==> src/rtl/exit_decider.sv <==
// Early-exit controller: runs network stages in order, samples the argmax result after
// each one, and stops at the first stage whose winning score clears the threshold.
module exit_decider #(
  parameter int featureWidth = 16,
  parameter int NUM_STAGES   = 3,
  parameter int TIMEOUT      = 31
) (
  input  logic                           clk,
  input  logic                           reset_n,
  input  logic                           sample_start,
  input  logic signed [featureWidth-1:0] threshold,
  output logic                           stage_go,
  output logic        [1:0]              stage_sel,
  input  logic                           stage_done,
  output logic                           max_enable,
  input  logic        [2:0]              maxindex,
  input  logic signed [featureWidth-1:0] max,
  input  logic                           outvalid,
  output logic                           result_valid,
  input  logic                           result_ready,
  output logic        [2:0]              result_class,
  output logic signed [featureWidth-1:0] result_score,
  output logic        [1:0]              result_stage,
  output logic                           result_early,
  output logic                           result_err,
  output logic                           busy,
  output logic        [2:0]              dbg_state
);

  localparam int WD_W = $clog2(TIMEOUT + 1);

  typedef enum logic [2:0] {
    S_IDLE    = 3'd0,
    S_COMPUTE = 3'd1,
    S_ARGMAX  = 3'd2,
    S_DECIDE  = 3'd3,
    S_RESULT  = 3'd4
  } state_t;

  state_t                         state;
  logic signed [featureWidth-1:0] thr_q;
  logic signed [featureWidth-1:0] cap_score;
  logic        [2:0]              cap_class;
  logic        [WD_W-1:0]         wd;
  logic                           last_stage;

  assign last_stage = (stage_sel == 2'(NUM_STAGES - 1));
  assign dbg_state  = state;

  // Result handshake: the decision is transferred on a cycle where result_valid && result_ready;
  // while result_valid && !result_ready every result_* field holds its value.
  always_ff @(posedge clk or negedge reset_n) begin
    if (!reset_n) begin
      state        <= S_IDLE;
      stage_go     <= 1'b0;
      stage_sel    <= 2'd0;
      max_enable   <= 1'b0;
      result_valid <= 1'b0;
      result_class <= 3'd0;
      result_score <= '0;
      result_stage <= 2'd0;
      result_early <= 1'b0;
      result_err   <= 1'b0;
      busy         <= 1'b0;
      thr_q        <= '0;
      cap_score    <= '0;
      cap_class    <= 3'd0;
      wd           <= '0;
    end else begin
      stage_go <= 1'b0;
      case (state)
        S_IDLE: begin
          if (sample_start) begin
            thr_q     <= threshold;
            stage_sel <= 2'd0;
            stage_go  <= 1'b1;
            busy      <= 1'b1;
            state     <= S_COMPUTE;
          end
        end
        S_COMPUTE: begin
          // Enable stays low here so the argmax block is cleared between stages.
          if (stage_done) begin
            max_enable <= 1'b1;
            wd         <= '0;
            state      <= S_ARGMAX;
          end
        end
        S_ARGMAX: begin
          if (outvalid) begin
            cap_class  <= maxindex;
            cap_score  <= max;
            max_enable <= 1'b0;
            state      <= S_DECIDE;
          end else if (wd == WD_W'(TIMEOUT - 1)) begin
            max_enable   <= 1'b0;
            result_valid <= 1'b1;
            result_err   <= 1'b1;
            result_class <= 3'd0;
            result_score <= '0;
            result_stage <= stage_sel;
            result_early <= 1'b0;
            state        <= S_RESULT;
          end else begin
            wd <= wd + WD_W'(1);
          end
        end
        S_DECIDE: begin
          if ((cap_score >= thr_q) || last_stage) begin
            result_valid <= 1'b1;
            result_err   <= 1'b0;
            result_class <= cap_class;
            result_score <= cap_score;
            result_stage <= stage_sel;
            result_early <= !last_stage;
            state        <= S_RESULT;
          end else begin
            stage_sel <= stage_sel + 2'd1;
            stage_go  <= 1'b1;
            state     <= S_COMPUTE;
          end
        end
        S_RESULT: begin
          if (result_ready) begin
            result_valid <= 1'b0;
            busy         <= 1'b0;
            state        <= S_IDLE;
          end
        end
        default: begin
          max_enable   <= 1'b0;
          result_valid <= 1'b0;
          busy         <= 1'b0;
          state        <= S_IDLE;
        end
      endcase
    end
  end

endmodule
==> config.mk <==
export PLATFORM = sky130hd
export DESIGN_NAME = exit_decider
export DESIGN_NICKNAME = d
export VERILOG_FILES = /design/src/rtl/exit_decider.sv
export SDC_FILE = /design/constraint.sdc
export NUM_CORES = 1
export LEC_CHECK = 0
export CAP_MARGIN = 10
export CORE_MARGIN = 2
export CORE_UTILIZATION = 24
export CTS_BUF_LIST = sky130_fd_sc_hd__clkbuf_2
export DETAILED_ROUTE_END_ITERATION = 8
export GPL_TIMING_DRIVEN = 0
export MAX_ROUTING_LAYER = met4
export PLACE_DENSITY_LB_ADDON = 0.25
export SLEW_MARGIN = 20
export SYNTH_ARGS = -nofsm -noshare
export SYNTH_HDL_FRONTEND = slang
export SYNTH_SLANG_ARGS = --single-unit
==> constraint.sdc <==
create_clock -name clk -period 6.35 [get_ports clk]
set_input_delay 0.9525 -clock clk [delete_from_list [all_inputs] [get_ports clk]]
set_output_delay 0.9525 -clock clk [all_outputs]
set_load 0.01 [all_outputs]
==> impl_metrics.env <==
export IMPL_crit_required_ns=6.80
export IMPL_crit_chain="ha_1 > nand4_2 > nor4_2 > a211o_1 > mux2i_2 > buf_2 > mux2i_1"
export IMPL_io_buffers=72
export IMPL_cp_slowest_stage_delay_ns=0.46
export IMPL_post_cts_buffers=0
export IMPL_ys_seq_area_share_pct=54.7
export IMPL_timing_final_crit_share_pct=42.2
export IMPL_cts_made_buffers=9
export IMPL_max_slew_margin_rel_pct=32.6
export IMPL_die_height_um=121
export IMPL_setup_tns_ns=0
export IMPL_grt_remaining_overflow=0
export IMPL_cts_resized=0
export IMPL_yosysWarnings=0
export IMPL_tightest_slew_ns=0.996
export IMPL_drive_gt1_share_pct=10.2
export IMPL_vias_per_cell=4.53
export IMPL_clk_pin_slew_ns=0.24
export IMPL_ir_drop_mv=0.172
export IMPL_initial_core_util_pct=24.7
export IMPL_fin_nets=437
export IMPL_fin_skew_ns=0.0406
export IMPL_area_growth_synth_to_final_pct=34.1
export IMPL_grt_pass1_vias=2651
export IMPL_mostFrequentLayoutCell="dfrtp_1"
export IMPL_nFillCells=1390
export IMPL_rsz0062_at_grt="false"
export IMPL_ctsHtreeMaxLevel=3
export IMPL_gp_congestion=0.771
export IMPL_maxSlewViolCount=0
export IMPL_rows=42
export IMPL_cts_sinks=72
export IMPL_syn_inst=293
export IMPL_p_total_mw=2.10
export IMPL_critPathMaxFanout=10
export IMPL_syn_num_nets=353
export IMPL_postCtsHoldBufs=0
export IMPL_ctsLongestPathBuffers=2
export IMPL_grt_max_degree=41
export IMPL_netlist_area_um2=3290
export IMPL_coreArea_um2=13300
export IMPL_ant_nets=0
export IMPL_n_antenna_cell=0
export IMPL_wl_per_cell_um=15.5
export IMPL_p_leak_nw=1.92
export IMPL_path_class="flip-flop to flip-flop"
export IMPL_power_density_nw_per_um2=475
export IMPL_min_path_type="primary input to async pin"
export IMPL_grt_usage_pct=12.9
export IMPL_dieWidth_um=121
export IMPL_num_vias=2527
export IMPL_finalSetupViolations=0
export IMPL_cp_end_kind="flip-flop"
export IMPL_fmax_mhz=374
export IMPL_worstSetupStartpointType="flip-flop"
export IMPL_hold_violations=0
export IMPL_drt_total_wl_um=8620
export IMPL_final_cell_mix="dfrtp_1 (72), clkdlybuf4s50_1 (71), nand2_1 (41)"
export IMPL_ys_ff_latch=72
export IMPL_status="completed"
export IMPL_dr_pass1_iters=4
export IMPL_syn_mean_instance_area_um2=11.2
export IMPL_grt_antenna_before_repair=0
export IMPL_drc=0
export IMPL_dieArea_um2=14700
export IMPL_period_minus_slack_ns=2.68
export IMPL_ioPinCount=73
export IMPL_yosysUniqueCellTypes=36
export IMPL_cp_slowest_cell="dfrtp_1"
export IMPL_ctsRootBufferMaster="clkbuf_2"
export IMPL_cts_tree="done"
export IMPL_clkLatencyLatePin_ns=0.55
export IMPL_hpwl_um=6270
export IMPL_grt_pass1_wl_um=14000
export IMPL_drv_cap=0
export IMPL_worstPathArrival_ns=3.13
export IMPL_drtIter0Drc=114
logic make-up after synthesis:
| logic type | Yosys count | share of synthesized area [%] |
|---|---|---|
| buffers and inverters | 36 | 4.71 |
| AO/OA/AOI/OAI | 72 | 14.9 |
| adder cells (fa/ha/maj) | 19 | 7.22 |
| AND/OR/NAND/NOR | 69 | 9.87 |
| flip-flops | 72 | 54.7 |
| multiplexers | 25 | 8.66 |
registers in the layout (all words and copies together) (netlist names):
signal / cells
busy: 1
cap_class: 3
cap_score: 16
dbg_state: 3
max_enable: 1
result_class: 3
result_early: 1
result_err: 1
result_score: 16
result_stage: 2
result_valid: 1
stage_go: 1
stage_sel: 2
thr_q: 16
wd: 5
Yosys cell counts, drive strengths merged:
cell,n,area (µm²)
nand3b,3,22.5
nor4,1,12.5
a211o,1,8.76
ha,19,238
a21o,2,15.0
nor3,4,20.0
nor2b,3,18.8
o21ai,30,150
dfrtp,72,1800
a21oi,12,60.1
o31ai,1,7.51
nor4b,1,8.76
buf,7,46.3
clkbuf,8,30.0
o21a,2,15.0
o2bb2ai,1,8.76
mux2i,3,33.8
inv,21,78.8
a221oi,2,17.5
a32o,20,200
a31oi,1,6.26
nand2,41,154
nand3,3,15.0
mux2,22,251
nand4,4,31.3
and2,1,6.26
nor4bb,1,10.0
nor2,7,26.3
metrics by stage:
step           util [%]  setup slack (ns)  hold WS (ns)  instances  area (µm²)
2_1_floorplan         -              4.17         0.452        293        3290
3_3_place_gp       31.7              1.74         0.481        541        4240
3_5_place_dp       31.9              3.34         0.484        542        4250
5_1_grt            33.1              3.49         0.264        558        4420
4_1_cts            33.1              3.66         0.276        558        4420
6_report           33.1              3.67         0.306        558        4420
report_power, final:
| group | total [mW] | leakage (nW) | internal (mW) | switching (mW) |
|---|---|---|---|---|
| combinational | 0.964 | 0.926 | 0.479 | 0.485 |
| sequential | 0.787 | 0.901 | 0.661 | 0.126 |
| clock | 0.347 | 0.0885 | 0.170 | 0.177 |
critical path: cells and delay by family, from the launching register on:
kind	cells	cell delay, ns
mux	2	0.62
buf+inv	1	0.35
fa+ha+maj	1	0.35
compound gates	1	0.25
simple gates	2	0.55
flops	1	0.46
path summary, 6_finish.rpt:
path / cells after the start / slack (ns) / from / end
worst min register to register: 1 / 0.52 / result_stage[0] / result_stage[0]
min in group clk: 1 / 0.52 / result_stage[0] / result_stage[0]
worst max register to register: 7 / 3.67 / cap_score[15] / stage_sel[1]
max in group asynchronous: 2 / 5.42 / reset_n / stage_go
worst max-delay path: 7 / 3.67 / cap_score[15] / stage_sel[1]
worst min-delay path: 1 / 0.31 / reset_n / result_score[5]
routing by layer:
metal,track usage [%],routed length [µm],share of wire (%),vias up
li1,-,-,-,1221
met1,16.7,4160,48,1241
met2,20.0,3990,46,57
met3,4.09,407,4.7,8
met4,2.80,73,0.85,0
met5,-,0,0,-
final cells by class:
cell class / count / area (µm²) / share of cell area [%]
repair buffers: 73 / 738 / 16.7
well taps: 176 / 220 / 4.99
plain buffers: 15 / 76.3 / 1.73
clock buffers: 9 / 45.0 / 1.02
flip-flops and latches: 72 / 1800 / 40.8
clock inverters: 7 / 119 / 2.69
inverters: 21 / 78.8 / 1.78
multi-input cells: 185 / 1340 / 30.3
(Power assumes the default switching activity.)
